==> src/rtl/seq_chunk_adder.sv <==
// Multi-cycle unsigned adder: WIDTH-bit operands summed CHUNK bits per clock through one adder slice.
// Optional subtract mode (cikar port) is compiled in when SEQ_CHUNK_ADDER_SUB_EN is defined.
module seq_chunk_adder #(
    parameter int WIDTH = 8,
    parameter int CHUNK = 2
) (
    input  logic             clk,
    input  logic             rst,
    input  logic             start,
    input  logic [WIDTH-1:0] sayi1,
    input  logic [WIDTH-1:0] sayi2,
    input  logic             carry_in,
`ifdef SEQ_CHUNK_ADDER_SUB_EN
    input  logic             cikar,
`endif
    output logic             busy,
    output logic             done,
    output logic [WIDTH:0]   toplam,
    output logic [1:0]       state_dbg
);
    localparam int N  = WIDTH / CHUNK;
    localparam int KW = (N > 1) ? $clog2(N) : 1;
    localparam logic [KW-1:0] LAST = KW'(N - 1);

    generate
        if (WIDTH < 2 || CHUNK < 1 || CHUNK > WIDTH || (WIDTH % CHUNK) != 0) begin : g_bad_params
            $error("seq_chunk_adder: WIDTH must be >= 2 and divisible by CHUNK");
        end
    endgenerate

    typedef enum logic [1:0] {
        IDLE = 2'd0,
        BUSY = 2'd1,
        DONE = 2'd2
    } state_t;

    state_t           state;
    logic [WIDTH-1:0] a_reg;
    logic [WIDTH-1:0] b_reg;
    logic [WIDTH-1:0] acc;
    logic             carry_reg;
    logic [KW-1:0]    k;

    logic [CHUNK:0]   chunk_sum;
    logic [WIDTH-1:0] acc_next;
    logic [WIDTH-1:0] b_load;
    logic             c_load;

    assign state_dbg = state;

`ifdef SEQ_CHUNK_ADDER_SUB_EN
    // Subtraction is A + ~B + 1: invert B on load and force the first carry.
    assign b_load = cikar ? ~sayi2 : sayi2;
    assign c_load = cikar | carry_in;
`else
    assign b_load = sayi2;
    assign c_load = carry_in;
`endif

    always_comb begin
        chunk_sum = {1'b0, a_reg[k*CHUNK +: CHUNK]}
                  + {1'b0, b_reg[k*CHUNK +: CHUNK]}
                  + (CHUNK+1)'(carry_reg);
        acc_next = acc;
        acc_next[k*CHUNK +: CHUNK] = chunk_sum[CHUNK-1:0];
    end

    // Handshake: start is taken on any edge where busy=0 (IDLE or DONE); done pulses
    // for one cycle when toplam is loaded, and toplam holds until the next completion.
    always_ff @(posedge clk) begin
        if (rst) begin
            state     <= IDLE;
            busy      <= 1'b0;
            done      <= 1'b0;
            toplam    <= '0;
            a_reg     <= '0;
            b_reg     <= '0;
            acc       <= '0;
            carry_reg <= 1'b0;
            k         <= '0;
        end else begin
            case (state)
                IDLE, DONE: begin
                    done <= 1'b0;
                    if (start) begin
                        a_reg     <= sayi1;
                        b_reg     <= b_load;
                        carry_reg <= c_load;
                        k         <= '0;
                        busy      <= 1'b1;
                        state     <= BUSY;
                    end else begin
                        busy  <= 1'b0;
                        state <= IDLE;
                    end
                end
                BUSY: begin
                    acc       <= acc_next;
                    carry_reg <= chunk_sum[CHUNK];
                    if (k == LAST) begin
                        toplam <= {chunk_sum[CHUNK], acc_next};
                        done   <= 1'b1;
                        busy   <= 1'b0;
                        state  <= DONE;
                    end else begin
                        k <= k + KW'(1);
                    end
                end
                default: begin
                    busy  <= 1'b0;
                    done  <= 1'b0;
                    state <= IDLE;
                end
            endcase
        end
    end
endmodule

==> config.mk <==
export PLATFORM = sky130hd
export DESIGN_NAME = seq_chunk_adder
export DESIGN_NICKNAME = d
export VERILOG_FILES = /design/src/rtl/seq_chunk_adder.sv
export SDC_FILE = /design/constraint.sdc
export NUM_CORES = 1
export LEC_CHECK = 0
export BUFFER_PORTS_ARGS = -buffer_cell sky130_fd_sc_hd__buf_2
export CORE_ASPECT_RATIO = 0.8
export CORE_MARGIN = 2
export CORE_UTILIZATION = 40
export DETAILED_ROUTE_END_ITERATION = 7
export PLACE_DENSITY = 0.67
export SLEW_MARGIN = 20
export SYNTH_ARGS = -nofsm -noshare
export SYNTH_HDL_FRONTEND = slang
export SYNTH_SLANG_ARGS = --single-unit
==> constraint.sdc <==
create_clock -name clk -period 4.8 [get_ports clk]
set_input_delay 0.96 -clock clk [delete_from_list [all_inputs] [get_ports clk]]
set_output_delay 0.96 -clock clk [all_outputs]
set_load 0.05 [all_outputs]
==> impl_metrics.env <==
export IMPL_n_fill_cell=448
export IMPL_cp_cell_sequence="mux4_2, fa_1, fa_1, nor2b_1, a221oi_1, nor3_1"
export IMPL_register_area_um2=800.8
export IMPL_critical_path_most_common_cell="fa_1"
export IMPL_clock_latency_ns=0.29
export IMPL_grt_use_met3=0.04237
export IMPL_fin_ws_ns=1.892
export IMPL_gp_congestion=0.8662
export IMPL_die_x_um=79.17
export IMPL_synth_ff_type="dfxtp_1"
export IMPL_rrSetupSlack_ns=1.89
export IMPL_start_util=0.4248
export IMPL_ctsResizeCount=0
export IMPL_fmax_mhz=343.9
export IMPL_muxShareOfSynthArea=0.04983
export IMPL_clkSinkCount=40
export IMPL_drt_iter0_markers=95
export IMPL_antenna_found_initial=0
export IMPL_ys_types=31
export IMPL_synth_area_um2=1808
export IMPL_holdPathStages=2
export IMPL_outcome="finished, final reports clean"
export IMPL_area_growth_pct=14.39
export IMPL_rsz0062_at_grt="no"
export IMPL_drv_cap=0
export IMPL_dp_slack_ns=1.854
export IMPL_drive_above_1_share=0.2321
export IMPL_async_flop_share=0
export IMPL_critical_path_peak_fanout=13
export IMPL_tns_ns=0
export IMPL_synth_seq_cells=40
export IMPL_place_hpwl_um=2593
export IMPL_nNetsFinal=251
export IMPL_clock_root_buffer="clkbuf_8"
export IMPL_finalCritPeriodShare=0.6058
export IMPL_arrival_ns=3.12
export IMPL_io_buffers=32
export IMPL_wl_per_cell_um=12.95
export IMPL_required_ns=5.01
export IMPL_worst_clock_skew_ns=0.01242
export IMPL_relSlewSlack=0.5048
export IMPL_diodes=0
export IMPL_postCtsSetupBuffers=0
export IMPL_drc=0
export IMPL_grt_busiest_layer="met1"
export IMPL_h_tree_depth=2
export IMPL_synth_compound_area_frac=0.1495
export IMPL_cp_start_kind="flop"
export IMPL_crit_path_end_kind="flop"
export IMPL_die_area_um2=5077
export IMPL_dp_cells=273
export IMPL_cts_made_buffers=5
export IMPL_die_y_um=64.14
export IMPL_max_stage_delay_ns=0.62
export IMPL_largest_register="toplam"
export IMPL_grt_pass1_vias=1423
export IMPL_fin_cells=281
export IMPL_synth_edf_count=0
export IMPL_cts_hold_buf=0
export IMPL_syn_avg_cell_area_um2=9.224
export IMPL_worstSetupPathType="reg -> reg"
export IMPL_slowest_stage="dfxtp_1"
export IMPL_fin_crit_ns=2.908
export IMPL_hp_start="a_reg[1]$_SDFFE_PP0P_"
export IMPL_drt_wl_total_um=3640
export IMPL_synth_top_family_by_area="simple AND/OR/NAND/NOR gates"
export IMPL_dr_pass1_iters=4
export IMPL_grt_overflow_total=0
export IMPL_min_path_type="reg -> reg"
export IMPL_ir_drop_uv=169.5
export IMPL_hold_end="a_reg[1]$_SDFFE_PP0P_"
export IMPL_r2r_end="toplam[3]$_SDFFE_PP0P_"
export IMPL_setup_viol=0
export IMPL_num_vias=1470
export IMPL_largest_reg_flops=9
export IMPL_avgViaCountPerCell=5.231
export IMPL_core_area_um2=4257
export IMPL_io_pins=33
export IMPL_p_leak_nw=0.8500
export IMPL_grt_use_total=0.1651
export IMPL_synth_cells=196
export IMPL_reg2reg_from="k[0]$_SDFFE_PP0P_"
export IMPL_multiInputGateArea_um2=898.4
export IMPL_grt_max_degree=41
export IMPL_hold_viol_final=0
export IMPL_grt_first_pass_wirelength_um=6589
export IMPL_synthSimpleGateAreaFrac=0.2339
export IMPL_met1_usage=0.2391
export IMPL_ys_seq_area_frac=0.4429
export IMPL_worst_pin_slew_ns=0.7428
export IMPL_drv_slew=0
export IMPL_path_clk_slew_ns=0.07
export IMPL_ctsLongestPathBuffers=2
export IMPL_ant_nets=0
export IMPL_yosysWarnings=0
export IMPL_synth_adder_area_share=0.06367
export IMPL_use_met2=0.2373
export IMPL_fp_row_count=21
export IMPL_power_density_nw_per_um2=340.2
export IMPL_cts_tree="built"
export IMPL_r2r_cells=6
export IMPL_syn_nets=224
export IMPL_synth_xor_area_frac=0
## worst max path at each step
stage,cells after the start,slack (ns),to,startpoint
2_1_floorplan,7,2.22,toplam[3]$_SDFFE_PP0P_,k[0]$_SDFFE_PP0P_
3_3_place_gp,6,1.93,toplam[3]$_SDFFE_PP0P_,k[0]$_SDFFE_PP0P_
3_5_place_dp,6,1.85,toplam[3]$_SDFFE_PP0P_,k[0]$_SDFFE_PP0P_
4_1_cts,6,1.87,toplam[3]$_SDFFE_PP0P_,k[0]$_SDFFE_PP0P_
5_1_grt,6,1.64,toplam[5]$_SDFFE_PP0P_,k[0]$_SDFFE_PP0P_
6_report,6,1.89,toplam[3]$_SDFFE_PP0P_,k[0]$_SDFFE_PP0P_
## area by class of cell
type	instances	area share
repair buffers	33	0.08106
well taps	57	0.03448
multi-input cells	137	0.4344
inverters	6	0.01089
clock inverters	2	0.01694
flip-flops and latches	40	0.3872
clock buffers	6	0.03509
## worst max-delay path: cells and delay by family (launching register included)
family	cells	cell delay, ns
simple gates	2	0.54
mux	1	0.60
flops	1	0.62
compound gates	1	0.13
fa+ha+maj	2	0.96
## metrics by stage
stage / total power, mW / hold slack [ns] / cell area [um^2] / utilization
after floorplan: 0.4263 / 0.4331 / 1808 / -
after global placement: 0.4430 / 0.4438 / 1961 / 0.4606
after detailed placement: 0.4440 / 0.4472 / 1961 / 0.4606
after CTS: 0.7109 / 0.4581 / 2068 / 0.4859
after global routing: 0.7361 / 0.4745 / 2068 / 0.4859
final: 0.7037 / 0.4564 / 2068 / 0.4859
## cell families (layout without fill, tap and decap cells)
group                      Yosys count  after routing
AOI/OAI and AO/OA                   38             38
muxes                                4              4
DFF                                 40             40
and+or+nand+nor                     87             87
buffers and inverters               19             47
adders and majority gates            8              8
## power breakdown
part / internal (mW) / switching [mW]
combinational: 0.0330 / 0.0471
sequential: 0.344 / 0.0118
clock: 0.154 / 0.113
total: 0.531 / 0.172
## cells in the final DEF (no fill, tap or decap), types with 2 or more instances in the layout
master and instances:
dfxtp_1 40, nand2_1 37, buf_2 32, a21oi_1 20, nor2_1 20, nor3_1 9, a32oi_1 8, a221oi_1 7
inv_1 6, ha_1 6, clkbuf_8 5, mux4_2 4, nor2b_1 4, nand3b_1 4, and3b_1 2, nand3_1 2
fa_1 2
## synth_stat cells, types with 2 or more instances
master / count / share of area
a21oi_1: 20 / 0.055
a221oi_1: 7 / 0.034
a32oi_1: 8 / 0.039
and3b_1: 2 / 0.0097
buf_2: 3 / 0.0083
buf_4: 3 / 0.012
buf_6: 3 / 0.019
clkbuf_1: 4 / 0.0083
dfxtp_1: 40 / 0.44
fa_1: 2 / 0.022
ha_1: 6 / 0.042
inv_1: 6 / 0.012
mux4_2: 4 / 0.050
nand2_1: 37 / 0.077
nand3_1: 2 / 0.0055
nand3b_1: 4 / 0.017
nor2_1: 20 / 0.042
nor2b_1: 4 / 0.014
nor3_1: 9 / 0.025
## routing by layer
layer | up-vias | part of all wire
li1 | 739 | -
met1 | 692 | 0.52
met2 | 33 | 0.41
met3 | 6 | 0.045
met4 | 0 | 0.016
met5 | - | 0
Note: power is estimated with default switching activity, not from simulation.
